<file path="config.mk">
export PLATFORM = sky130hd
export DESIGN_NAME = ethernet_tx_framer
export DESIGN_NICKNAME = d
export VERILOG_FILES = /design/src/rtl/ethernet_tx_framer.sv
export SDC_FILE = /design/constraint.sdc
export NUM_CORES = 1
export LEC_CHECK = 0
export BUFFER_PORTS_ARGS = -buffer_cell sky130_fd_sc_hd__buf_4
export CAP_MARGIN = 40
export CELL_PAD_IN_SITES_DETAIL_PLACEMENT = 1
export CELL_PAD_IN_SITES_GLOBAL_PLACEMENT = 2
export CORE_MARGIN = 2
export CORE_UTILIZATION = 38
export DETAILED_ROUTE_END_ITERATION = 12
export PLACE_DENSITY_LB_ADDON = 0.1
export SYNTH_ARGS = -nofsm -noshare
export SYNTH_HDL_FRONTEND = slang
export SYNTH_SLANG_ARGS = --single-unit
</file>
<file path="constraint.sdc">
create_clock -name clk_i -period 5.7 [get_ports clk_i]
set_clock_uncertainty 0.15 [all_clocks]
set_input_delay 0.855 -clock clk_i [delete_from_list [all_inputs] [get_ports clk_i]]
set_output_delay 0.855 -clock clk_i [all_outputs]
set_load 0.005 [all_outputs]
</file>
<file path="src/rtl/ethernet_tx_framer.sv">
// RMII/MII transmit framer: preamble, SFD, MAC header, streamed payload, optional pad, CRC-32 FCS, IFG.
// Build macro TX_PAD_EN adds zero padding up to a 46-byte minimum payload.
module ethernet_tx_framer #(
  parameter int N = 2
) (
  input  logic         clk_i,
  input  logic         rst_ni,
  input  logic         tx_start_i,
  input  logic [47:0]  dst_mac_i,
  input  logic [47:0]  src_mac_i,
  input  logic [15:0]  ethertype_i,
  input  logic [7:0]   axiid_i,
  input  logic         axiiv_i,
  input  logic         axiilast_i,
  output logic         axiordy_o,
  output logic         eth_txen_o,
  output logic [N-1:0] eth_txd_o,
  output logic         tx_busy_o,
  output logic         tx_done_o,
  output logic         tx_err_o
);
  localparam int          CPB       = 8 / N;
  localparam logic [2:0]  LAST_SLOT = 3'(CPB - 1);
  localparam logic [10:0] IFG_LAST  = 11'(12 * CPB - 1);
  localparam logic [10:0] MAX_PAY   = 11'd1500;

  typedef enum logic [2:0] {
    S_IDLE = 3'd0,
    S_PRE  = 3'd1,
    S_HDR  = 3'd2,
    S_PAY  = 3'd3,
`ifdef TX_PAD_EN
    S_PAD  = 3'd4,
`endif
    S_FCS  = 3'd5,
    S_IFG  = 3'd6
  } state_t;

  state_t        state_q, state_d;
  logic [2:0]    slot_q, slot_d;
  logic [10:0]   idx_q, idx_d;
  logic [10:0]   plen_q, plen_d;
  logic          last_q, last_d;
  logic          good_q, good_d;
  logic [31:0]   sh_q, sh_d;
  logic [111:0]  hdr_q, hdr_d;
  logic [31:0]   crc_q, crc_d;
  logic          txen_q, txen_d;
  logic          busy_q, busy_d;
  logic          done_q, done_d;
  logic          err_q, err_d;
  logic          rdy_q, rdy_d;
  logic          eob_s, take_s, fcs_s;
  logic [31:0]   crc_nx_s;

  // Reflected CRC-32 advanced over N bits, bit 0 first.
  function automatic logic [31:0] crc_step(input logic [31:0] crc, input logic [N-1:0] d);
    logic [31:0] c;
    c = crc;
    for (int i = 0; i < N; i++) begin
      if (c[0] ^ d[i]) c = (c >> 1) ^ 32'hEDB8_8320;
      else             c = c >> 1;
    end
    return c;
  endfunction

  // Next-state, datapath and pulse generation for the framer FSM.
  always_comb begin
    state_d  = state_q;
    slot_d   = slot_q;
    idx_d    = idx_q;
    plen_d   = plen_q;
    last_d   = last_q;
    good_d   = good_q;
    sh_d     = sh_q;
    hdr_d    = hdr_q;
    crc_d    = crc_q;
    txen_d   = txen_q;
    busy_d   = busy_q;
    done_d   = 1'b0;
    err_d    = 1'b0;
    rdy_d    = 1'b0;
    take_s   = 1'b0;
    fcs_s    = 1'b0;
    eob_s    = (slot_q == LAST_SLOT);
    crc_nx_s = crc_step(crc_q, sh_q[N-1:0]);
    if (txen_q) begin
      sh_d   = sh_q >> N;
      slot_d = eob_s ? 3'd0 : slot_q + 3'd1;
    end else begin
      slot_d = 3'd0;
    end

    case (state_q)
      S_IDLE: begin
        if (tx_start_i) begin
          state_d = S_PRE;
          hdr_d   = {dst_mac_i, src_mac_i, ethertype_i};
          sh_d    = 32'h0000_0055;
          idx_d   = 11'd0;
          plen_d  = 11'd0;
          last_d  = 1'b0;
          good_d  = 1'b1;
          crc_d   = 32'hFFFF_FFFF;
          txen_d  = 1'b1;
          busy_d  = 1'b1;
        end else begin
          state_d = S_IDLE;
        end
      end
      S_PRE: begin
        if (eob_s && idx_q == 11'd7) begin
          state_d = S_HDR;
          idx_d   = 11'd0;
          sh_d    = {24'd0, hdr_q[111:104]};
          hdr_d   = hdr_q << 8;
        end else if (eob_s) begin
          idx_d = idx_q + 11'd1;
          sh_d  = (idx_q == 11'd6) ? 32'h0000_00D5 : 32'h0000_0055;
        end else begin
          idx_d = idx_q;
        end
      end
      S_HDR: begin
        crc_d = crc_nx_s;
        if (eob_s && idx_q == 11'd13) begin
          take_s = 1'b1;
        end else if (eob_s) begin
          idx_d = idx_q + 11'd1;
          sh_d  = {24'd0, hdr_q[111:104]};
          hdr_d = hdr_q << 8;
        end else begin
          idx_d = idx_q;
        end
      end
      S_PAY: begin
        crc_d = crc_nx_s;
        if (eob_s && !last_q) begin
          take_s = 1'b1;
        end else if (eob_s) begin
`ifdef TX_PAD_EN
          if (plen_q < 11'd46) begin
            state_d = S_PAD;
            sh_d    = 32'd0;
          end else begin
            fcs_s = 1'b1;
          end
`else
          fcs_s = 1'b1;
`endif
        end else begin
          fcs_s = 1'b0;
        end
      end
`ifdef TX_PAD_EN
      S_PAD: begin
        crc_d = crc_nx_s;
        if (eob_s && plen_q == 11'd45) begin
          fcs_s = 1'b1;
        end else if (eob_s) begin
          plen_d = plen_q + 11'd1;
        end else begin
          plen_d = plen_q;
        end
      end
`endif
      S_FCS: begin
        if (eob_s && idx_q == 11'd3) begin
          state_d = S_IFG;
          txen_d  = 1'b0;
          sh_d    = 32'd0;
          idx_d   = 11'd0;
        end else if (eob_s) begin
          idx_d = idx_q + 11'd1;
        end else begin
          idx_d = idx_q;
        end
      end
      S_IFG: begin
        done_d = good_q && (idx_q == IFG_LAST - 11'd1);
        if (idx_q == IFG_LAST) begin
          state_d = S_IDLE;
          busy_d  = 1'b0;
          idx_d   = 11'd0;
        end else begin
          idx_d = idx_q + 11'd1;
        end
      end
      default: begin
        state_d = S_IDLE;
        txen_d  = 1'b0;
        busy_d  = 1'b0;
        sh_d    = 32'd0;
        idx_d   = 11'd0;
      end
    endcase

    // An empty or over-long payload aborts into the IFG without a done pulse.
    case ({take_s, fcs_s})
      2'b10: begin
        if (!axiiv_i || (plen_q == MAX_PAY - 11'd1 && !axiilast_i)) begin
          state_d = S_IFG;
          txen_d  = 1'b0;
          err_d   = 1'b1;
          good_d  = 1'b0;
          sh_d    = 32'd0;
          idx_d   = 11'd0;
          slot_d  = 3'd0;
        end else begin
          state_d = S_PAY;
          sh_d    = {24'd0, axiid_i};
          plen_d  = plen_q + 11'd1;
          last_d  = axiilast_i;
        end
      end
      2'b01: begin
        state_d = S_FCS;
        sh_d    = ~crc_nx_s;
        idx_d   = 11'd0;
      end
      default: begin
        take_s = 1'b0;
      end
    endcase

    rdy_d = (slot_d == LAST_SLOT) &&
            ((state_d == S_HDR && idx_d == 11'd13) || (state_d == S_PAY && !last_d));
  end

  // State and output registers.
  always_ff @(posedge clk_i or negedge rst_ni) begin
    if (!rst_ni) begin
      state_q <= S_IDLE;
      slot_q  <= 3'd0;
      idx_q   <= 11'd0;
      plen_q  <= 11'd0;
      last_q  <= 1'b0;
      good_q  <= 1'b0;
      sh_q    <= 32'd0;
      hdr_q   <= 112'd0;
      crc_q   <= 32'hFFFF_FFFF;
      txen_q  <= 1'b0;
      busy_q  <= 1'b0;
      done_q  <= 1'b0;
      err_q   <= 1'b0;
      rdy_q   <= 1'b0;
    end else begin
      state_q <= state_d;
      slot_q  <= slot_d;
      idx_q   <= idx_d;
      plen_q  <= plen_d;
      last_q  <= last_d;
      good_q  <= good_d;
      sh_q    <= sh_d;
      hdr_q   <= hdr_d;
      crc_q   <= crc_d;
      txen_q  <= txen_d;
      busy_q  <= busy_d;
      done_q  <= done_d;
      err_q   <= err_d;
      rdy_q   <= rdy_d;
    end
  end

  assign axiordy_o  = rdy_q;
  assign eth_txen_o = txen_q;
  assign eth_txd_o  = sh_q[N-1:0];
  assign tx_busy_o  = busy_q;
  assign tx_done_o  = done_q;
  assign tx_err_o   = err_q;
endmodule
</file>
; ---- Word level (Yosys, flattened, before mapping)
; Cells that the tools add are included.
[totals]
wordCells = 141
inputBits = 125
ff_bits = 211
output_inout_bits = 7
[op_classes]
n_addsub = 3
reduce_logical = 25
n_eq_ne = 24
mux = 69
n_bitwise = 6
[op_table]
columns = op, n
row1 = 2-to-1 mux 112 bit, 4
row2 = case mux 112 bit (3 select lines), 1
row3 = 2-to-1 mux 32 bit, 10
row4 = case mux 32 bit (5 select lines), 1
row5 = case mux 32 bit (2 select lines), 2
row6 = 2-to-1 mux 11 bit, 11
row7 = case mux 11 bit (6 select lines), 1
row8 = NOT 32 bit, 1
row9 = NOT 13 -> 14 bit, 2
row10 = 2-to-1 mux 3 bit, 8
row11 = 2-to-1 mux 1 bit, 23
row12 = adder 11 x 1 -> 11 bit (second input constant), 2
row13 = equality test 11 x 3 -> 1 bit (second input constant), 2
row14 = equality test 11 x 4 -> 1 bit (second input constant), 2
row15 = equality test 11 x 6 -> 1 bit (second input constant), 2
row16 = case mux 11 bit (2 select lines), 1
row17 = equality test 3 x 2 -> 1 bit (second input constant), 6
row18 = 2-to-1 mux 8 bit, 2
row19 = case mux 3 bit (5 select lines), 1
row20 = equality test 11 bit (second input constant), 1
row21 = equality test 11 x 2 -> 1 bit (second input constant), 1
row22 = != test 2 bit (second input constant), 5
row23 = logical AND 1 bit, 9
row24 = OR reduction 4 bit, 2
row25 = other kinds (19), 27

; ---- Depth between registers and ports, before layout
; Gate-level depths: netlist of run 1.
[depth]
depth_word = 10
depth_mapped = 16

; ---- Least setup slack after synthesis of run 1
; OpenSTA, ideal clock, no wires.
[synth_timing]
path_type = register -> register
startpoint = register state_q[1]
endpoint = register rdy_q, in the netlist axiordy_o
stages_incl_launch_ff = 14
setup_slack_ps = 2389
n_path_buf = 2
arrival_time_ps = 3049
setup_time_ps = 111
path_cell_list = dfrtp_1 buf_1 nor2b_1 clkbuf_1 nand4_1 ha_1 nand2_1 a31oi_1 o21ai_2 inv_1 a32o_1 nor4_1 nand4b_1 a2111oi_2
[synth_between]
elab_chain_len = 8
[synth_lines]
columns = item, line
row1 = from (decl), 39  ; state_t state_q, state_d;
row2 = from (signal assigned), 248  ; state_q <= state_d;
row3 = equality test 3 bit (tied with other cells), 94  ; case (state_q)
row4 = case mux 11 bit (6 select lines) (tied with other cells), 94
row5 = 2-to-1 mux 11 bit (tied with other cells), 201  ; if (!axiiv_i || (plen_q == MAX_PAY - 11'd1 && !axiilast_i)) begin
row6 = case mux 11 bit (2 select lines) *, 199  ; case ({take_s, fcs_s})
row7 = named net idx_d[4], 41  ; logic [10:0] idx_q, idx_d;
row8 = equality test 11 x 4 -> 1 bit *, 227  ; ((state_d == S_HDR && idx_d == 11'd13) || (state_d == S_PAY && !last_d));
row9 = logical AND 1 bit *, 227
row10 = logical OR 1 bit *, 227
row11 = logical AND 1 bit *, 226  ; rdy_d = (slot_d == LAST_SLOT) &&
row12 = named net rdy_d, 52  ; logic rdy_q, rdy_d;
row13 = to (signal assigned), 261  ; rdy_q <= rdy_d;
row14 = to (decl), 52
; Mark *: on every way through the listed nets, which the timed path passes. The rest lies on a longest branch.
; A chain may end at the register's enable or synchronous reset.

; ---- Worst setup path in the final report of run 1
[layout_timing]
startpoint = register state_q[2]
endpoint = register rdy_q, in the netlist axiordy_o
; Same word-level chain as after synthesis.

==> results.sh, run 1 <==
export IMPL_grt_pass1_vias=9071
export IMPL_worstSetupStartpointType="flop"
export IMPL_dieArea_um2=28500
export IMPL_grt_busiest_layer="met2"
export IMPL_place_inst=1593
export IMPL_cap_violations=0
export IMPL_finalMaxSlewViolations=0
export IMPL_grt_overflow=0
export IMPL_wirelength_um=29500
export IMPL_met2_usage=0.338
export IMPL_critPathRequiredTime_ns=5.95
export IMPL_htree_num_levels=1
export IMPL_status="complete, no violations"
export IMPL_layout_drive_gt1_share=0.177
export IMPL_syn_area_per_cell_um2=8.70
export IMPL_worst_slew_pin_slew_ns=0.876
export IMPL_wl_per_cell_um=18.0
export IMPL_vias=8782
export IMPL_synth_seq_cells=211
export IMPL_cts_resized_gates=0
export IMPL_coreArea_um2=26800
export IMPL_yosys_warnings=0
export IMPL_layout_cells_non_filler=1639
export IMPL_syn_nets=1321
export IMPL_row_count=60
export IMPL_drc=0
export IMPL_synth_cells=1188
export IMPL_fillerInstances=3142
export IMPL_timing_fmax_mhz=256
export IMPL_ir_drop_mv=0.213
export IMPL_critPathSlowestCell="dfrtp_1"
export IMPL_cts_tree="done"
export IMPL_viasPerCell=5.36
export IMPL_worst_skew_pair_late_latency_ns=0.53
export IMPL_synth_edf_count=0
export IMPL_final_hold_violation_count=0
export IMPL_cts_inserted_buffers=25
export IMPL_clock_sinks=211
export IMPL_gp_congestion=0.794
export IMPL_yosysMostFrequentCell="nand2_1"
export IMPL_die_width_um=169
export IMPL_ant_nets=0
export IMPL_nNetsFinal=1412
export IMPL_async_flop_share=1.00
export IMPL_power_density_nw_per_um2=519
export IMPL_gr_usage_met3=0.0503
export IMPL_cp_arrival_ns=4.16
export IMPL_post_route_period_util=0.685
export IMPL_synth_top_area_frac=0.433
export IMPL_synth_area_leaders="dfrtp_1 43%, nand2_1 11%, dfstp_2 8.1%, a31oi_1 7.0%, nor2_1 5.0%"
export IMPL_setup_viol=0
export IMPL_cp_max_fo=32
export IMPL_synth_common_cells="315 x nand2_1, 179 x dfrtp_1, 139 x nor2_1"
export IMPL_die_height_um=169
export IMPL_ys_flop_type="dfrtp_1"
export IMPL_port_buffers=131
export IMPL_clock_path_buffers=3
export IMPL_cpPeakStageDelay_ns=0.70
export IMPL_ys_seq_area_frac=0.515
export IMPL_start_util=0.386
export IMPL_io_pins=132
export IMPL_drt_iter0_markers=542
export IMPL_worst_path_most_repeated_cell="buf_4"
export IMPL_leakage_nw=5.62
export IMPL_yosysTopAreaCell="dfrtp_1"
export IMPL_crit_type="reg -> reg"
export IMPL_worstPathCellList="nor2b_2 > buf_4 > nand4_1 > ha_1 > nand2_1 > a31oi_1 > buf_4 > o21ai_2 > inv_1 > a32o_1 > nor4_1 > nand4b_1 > a2111oi_2"
export IMPL_netlist_area_um2=10300
export IMPL_totalPowerFinal_w=0.00641
export IMPL_grt_pass1_wl_um=48700
export IMPL_antenna_diode_count=0
export IMPL_gr_usage_met1=0.289
export IMPL_rsz0062_at_grt="no"
export IMPL_worst_setup_path_end_kind="flop"
export IMPL_relSlewSlack=0.416
export IMPL_synthToLayoutAreaGrowth_pct=19.6
export IMPL_cts_root_buf="clkbuf_16"
export IMPL_antenna_found_initial=2
export IMPL_cts_setup_buffers=0
export IMPL_post_dp_hpwl_um=19200
export IMPL_track_usage=0.209
export IMPL_cts_clk_slew_worst_paths_ns=0.06
export IMPL_hold_path_class="in -> async"
export IMPL_first_pass_iters=4
export IMPL_cts_hold_buf=0
export IMPL_whs_ns=0.202
export IMPL_yosysUniqueCellTypes=64
export IMPL_grt_max_degree=217
export IMPL_fin_crit_ns=3.90
export IMPL_tns_ns=0
==> registers in the layout (all words and copies together) (netlist names) <==
| signal | count |
|---|---|
| axiordy_o | 1 |
| crc_q | 32 |
| eth_txen_o | 1 |
| good_q | 1 |
| hdr_q | 112 |
| idx_q | 11 |
| last_q | 1 |
| plen_q | 11 |
| sh_q | 32 |
| slot_q | 3 |
| state_q | 3 |
| tx_busy_o | 1 |
| tx_done_o | 1 |
| tx_err_o | 1 |
==> routing by layer <==
metal,vias to the layer above,part of all wire
met5,-,0.00088
met1,4308,0.47
met4,4,0.013
li1,4295,-
met2,142,0.46
met3,33,0.056
==> worst max-delay path, delay by kind of cell (launching register included) <==
| kind | cells | cell delay [ns] |
|---|---|---|
| AO/OA/AOI/OAI | 4 | 1.01 |
| adder cells (fa/ha/maj) | 1 | 0.26 |
| buffers and inverters | 3 | 0.69 |
| flip-flops | 1 | 0.70 |
| AND/OR/NAND/NOR | 5 | 0.95 |
==> power by group <==
| group | leakage, nW | switching [W] | internal, W |
|---|---|---|---|
| registers | 2.44 | 0.000344 | 0.00204 |
| logic | 2.80 | 0.00161 | 0.000898 |
| clock network | 0.387 | 0.000637 | 0.000887 |
| total | 5.62 | 0.00259 | 0.00383 |
==> through the flow <==
step	worst slack [ns]	util	cell area, um^2
after floorplan	2.39	-	10300
after global placement	1.90	0.432	11600
after detailed placement	1.75	0.432	11600
after CTS	1.73	0.461	12400
after global routing	1.42	0.461	12400
final	1.80	0.461	12400
==> cells in the final DEF, fill, tap and decap left out, types with 3 or more instances in the layout <==
cell type	synthesis	final
and2_1	6	6
a311oi_1	3	3
nand4_1	5	5
nor3_1	3	3
xor2_1	12	12
clkinv_2	0	6
nor2b_1	5	4
o211ai_1	3	3
mux2i_1	33	33
nor3b_1	5	5
o221ai_1	5	5
o21ai_0	79	79
clkbuf_1	61	6
inv_1	14	14
o22ai_1	22	22
and3_1	7	7
nand3_1	21	21
a21oi_1	19	18
o21bai_1	3	3
xnor2_1	13	13
a211oi_1	3	3
ha_1	8	8
clkbuf_8	0	6
nor2_1	139	138
dfrtp_1	179	179
a31oi_1	115	115
a41oi_1	4	4
o31ai_1	5	5
dfstp_2	32	32
nand2b_1	6	6
buf_4	2	145
a32o_1	3	3
clkbuf_16	0	25
nand2_1	315	315
==> final timing paths <==
kind	from	to	slack, ns	cells after the start
worst max-delay path	state_q[2]	axiordy_o	1.80	13
worst min-delay path	rst_ni	plen_q[6]	0.20	1
worst max register to register	state_q[2]	axiordy_o	1.80	13
worst min register to register	crc_q[5]	crc_q[3]	0.31	2
max in group asynchronous	rst_ni	plen_q[3]	4.00	2
min in group clk_i	crc_q[5]	crc_q[3]	0.31	2
==> cell type report <==
type / count / area, um^2 / share of cell area
Clock buffer: 37 / 731 / 0.0591
Multi-Input combinational cell: 877 / 4640 / 0.375
Inverter: 16 / 60.1 / 0.00486
Timing Repair Buffer: 148 / 1130 / 0.0918
Clock inverter: 9 / 53.8 / 0.00435
Tap cell: 341 / 427 / 0.0345
Sequential cell: 211 / 5320 / 0.430
==> kinds of logic (layout without fill, tap and decap cells) <==
family                   Yosys count  in the layout  synth area share
flip-flops                       211            211             0.515
AND/OR/NAND/NOR                  525            525             0.210
buffers and inverters            100            210            0.0398
AO/OA/AOI/OAI                    286            286             0.173
adder cells (fa/ha/maj)            8              8           0.00968
multiplexers                      33             33            0.0319
XOR/XNOR                          25             25            0.0212
Power figures use the tool's default switching activity.
==> run 2, diff against run 1 <==
--- a/config.mk
+++ b/config.mk
@@ -5,12 +5,13 @@
 export SDC_FILE = /design/constraint.sdc
 export NUM_CORES = 1
 export LEC_CHECK = 0
+export ABC_AREA = 1
 export BUFFER_PORTS_ARGS = -buffer_cell sky130_fd_sc_hd__buf_4
 export CAP_MARGIN = 40
 export CELL_PAD_IN_SITES_DETAIL_PLACEMENT = 1
 export CELL_PAD_IN_SITES_GLOBAL_PLACEMENT = 2
 export CORE_MARGIN = 2
-export CORE_UTILIZATION = 38
+export CORE_UTILIZATION = 35
 export DETAILED_ROUTE_END_ITERATION = 12
 export PLACE_DENSITY_LB_ADDON = 0.1
 export SYNTH_ARGS = -nofsm -noshare
==> constraint.sdc (replaced) <==
create_clock -name clk_i -period 3.8 [get_ports clk_i]
set_clock_uncertainty 0.15 [all_clocks]
set_input_delay 0.57 -clock clk_i [delete_from_list [all_inputs] [get_ports clk_i]]
set_output_delay 0.57 -clock clk_i [all_outputs]
set_load 0.005 [all_outputs]
==> results.sh, run 2 <==
export IMPL_crit_type="reg -> reg"
export IMPL_synth_common_cells="315 x nand2_1, 199 x o21ai_0, 183 x inv_1"
export IMPL_antenna_diode_count=0
export IMPL_synth_area_leaders="dfrtp_1 41%, nand2_1 11%, o21ai_0 9.1%, dfstp_2 7.7%, inv_1 6.3%"
export IMPL_nNetsFinal=1605
export IMPL_post_route_period_util=0.809
export IMPL_status="complete, no violations"
export IMPL_finalMaxSlewViolations=0
export IMPL_syn_nets=1493
export IMPL_synthToLayoutAreaGrowth_pct=20.7
export IMPL_synth_top_family_by_area="simple AND/OR/NAND/NOR gates"
export IMPL_totalPowerFinal_w=0.00494
export IMPL_setup_viol=0
export IMPL_grt_pass1_vias=9948
export IMPL_top_regs="hdr_q x112, crc_q x32, sh_q x32"
export IMPL_cp_max_fo=8
export IMPL_cts_inserted_buffers=26
export IMPL_yosys_warnings=0
export IMPL_leakage_nw=6.26
export IMPL_power_density_nw_per_um2=376
export IMPL_ys_flop_type="dfrtp_1"
export IMPL_layout_commonest_cell="nand2_1"
export IMPL_coreArea_um2=30600
export IMPL_cap_violations=0
export IMPL_fin_crit_ns=3.07
export IMPL_io_pins=132
export IMPL_synth_edf_count=0
export IMPL_final_area_um2=13100
export IMPL_synth_xor_area_frac=0.0214
export IMPL_wirelength_um=31500
export IMPL_worst_setup_path_end_kind="flop"
export IMPL_place_area_um2=12300
export IMPL_timing_fmax_mhz=325
export IMPL_seqCellArea_um2=5320
export IMPL_viasPerCell=4.98
export IMPL_clock_path_buffers=3
export IMPL_layout_drive_gt1_share=0.178
export IMPL_synth_seq_cells=211
export IMPL_drc=0
export IMPL_whs_ns=0.109
export IMPL_synth_simple_area_share=0.200
export IMPL_synth_top_area_frac=0.411
export IMPL_final_hold_violation_count=0
export IMPL_syn_area_per_cell_um2=8.00
export IMPL_synth_compound_area_share=0.167
export IMPL_relSlewSlack=0.453
export IMPL_worstSetupStartpointType="flop"
export IMPL_ys_seq_area_frac=0.489
export IMPL_ant_nets=0
export IMPL_layout_common_cells="315 x nand2_1, 199 x o21ai_0, 183 x inv_1, 179 x dfrtp_1, 148 x buf_4"
export IMPL_drt_iter0_markers=493
export IMPL_vias=9403
export IMPL_post_dp_hpwl_um=22000
export IMPL_first_pass_iters=4
export IMPL_row_count=64
export IMPL_grt_max_degree=107
export IMPL_synth_fa_ha_area_frac=0.00919
export IMPL_clock_sinks=211
export IMPL_grt_overflow=0
export IMPL_grt_pass1_wl_um=52300
export IMPL_hold_path_class="in -> reg"
export IMPL_antenna_found_initial=0
export IMPL_cts_tree="done"
export IMPL_die_height_um=180
export IMPL_fillerInstances=3744
export IMPL_cts_clk_slew_worst_paths_ns=0.06
export IMPL_port_buffers=131
export IMPL_critPathRequiredTime_ns=4.11
export IMPL_async_flop_share=1.00
export IMPL_worst_slack_ns=0.725
export IMPL_tns_ns=0
export IMPL_regMostFlops="hdr_q"
export IMPL_synth_cells=1360
export IMPL_track_usage=0.195
export IMPL_die_width_um=180
export IMPL_cts_root_buf="clkbuf_16"
export IMPL_cts_setup_buffers=0
export IMPL_post_place_ws_ns=0.751
export IMPL_worst_skew_pair_late_latency_ns=0.54
export IMPL_rrSetupSlack_ns=0.73
export IMPL_yosysTopAreaCell="dfrtp_1"
export IMPL_netlist_area_um2=10900
export IMPL_cp_arrival_ns=3.39
export IMPL_yosysUniqueCellTypes=49
export IMPL_htree_num_levels=1
export IMPL_multi_input_area_um2=4510
export IMPL_worst_slew_pin_slew_ns=0.820
export IMPL_synthMuxAreaShare=0.0165
export IMPL_gp_congestion=0.836
export IMPL_yosysMostFrequentCell="nand2_1"
export IMPL_wl_per_cell_um=16.7
export IMPL_start_util=0.356
export IMPL_largest_reg_flops=112
export IMPL_ir_drop_mv=0.287
export IMPL_dieArea_um2=32500
export IMPL_rsz0062_at_grt="no"
## run 2: changes by cell type after synthesis, sizes merged, moves of 6 or more
cell    before  now
inv         15  191
o21ai       82  217
a31oi      115   28
nand3       21   84
nor2       139   82
clkbuf      61   28
buf         23   42
mux2i       33   18
o22ai       22   31
nand2      315  323
and3         7    0
and2         6    0
nand2b       6    0
## run 2: worst paths after layout
check | start | endpoint | depth (start not counted)
worst max register to register | idx_q[8] | axiordy_o | 17
max in group asynchronous | rst_ni | crc_q[14] | 3
worst max-delay path | idx_q[8] | axiordy_o | 17
worst min register to register | slot_q[0] | slot_q[0] | 1
worst min-delay path | ethertype_i[6] | hdr_q[6] | 3
min in group asynchronous | rst_ni | sh_q[20] | 2
## run 2: cell type report
| class | instances | share of cell area |
|---|---|---|
| clock buffers | 36 | 0.0577 |
| clock inverters | 11 | 0.00914 |
| inverters | 192 | 0.0548 |
| multi-input cells | 887 | 0.343 |
| flip-flops and latches | 211 | 0.405 |
| well taps | 396 | 0.0377 |
| repair buffers | 154 | 0.0925 |
## run 2: layer usage
layer / GRT usage / up-vias / wire length [um]
met5: 0 / - / 0
met4: 0.0532 / 0 / 909
met3: 0.0461 / 43 / 1730
met2: 0.315 / 136 / 14200
met1: 0.261 / 4579 / 14700
li1: - / 4645 / -
## run 2: power breakdown
part           leakage [nW]  internal (W)  total (W)  switching (W)
Clock                 0.441       0.00153    0.00254        0.00101
Combinational          3.35     0.0000851   0.000156      0.0000708
Sequential             2.47       0.00225    0.00225              0
Total                  6.26       0.00386    0.00494        0.00108
## run 2: timing repair
item	4_1_cts	5_1_grt
gates resized for setup	0	0
endpoints found under the hold margin	59	0
hold buffers	1	0
## run 2: stage by stage
stage               utilization  std cells
CTS                       0.430       1887
global placement          0.401       1839
global route              0.430       1887
finish                    0.430       1887
detailed placement        0.401       1839
floorplan                     -       1360
## run 2: logic make-up (layout without fill, tap and decap cells)
family | after synthesis | after routing
AOI/OAI and AO/OA | 326 | 326
adders and majority gates | 8 | 8
buffers and inverters | 262 | 393
and+or+nand+nor | 511 | 511
muxes | 18 | 18
xor gates and xnor gates | 24 | 24
DFF | 211 | 211
## run 2: critical path: stages (launching register included)
cell and delay, ns:
dfrtp_1 0.44, nor2_1 0.13, nand2_1 0.14, nor2_4 0.21, nand4_1 0.16, nand2_1 0.12
inv_1 0.05, ha_1 0.43, inv_1 0.12, nand2_1 0.11, nand2_1 0.16, inv_1 0.22
nand2_1 0.10, nor2_2 0.11, nand3_1 0.08, nor2_1 0.09, nand2_1 0.05, a21oi_1 0.11
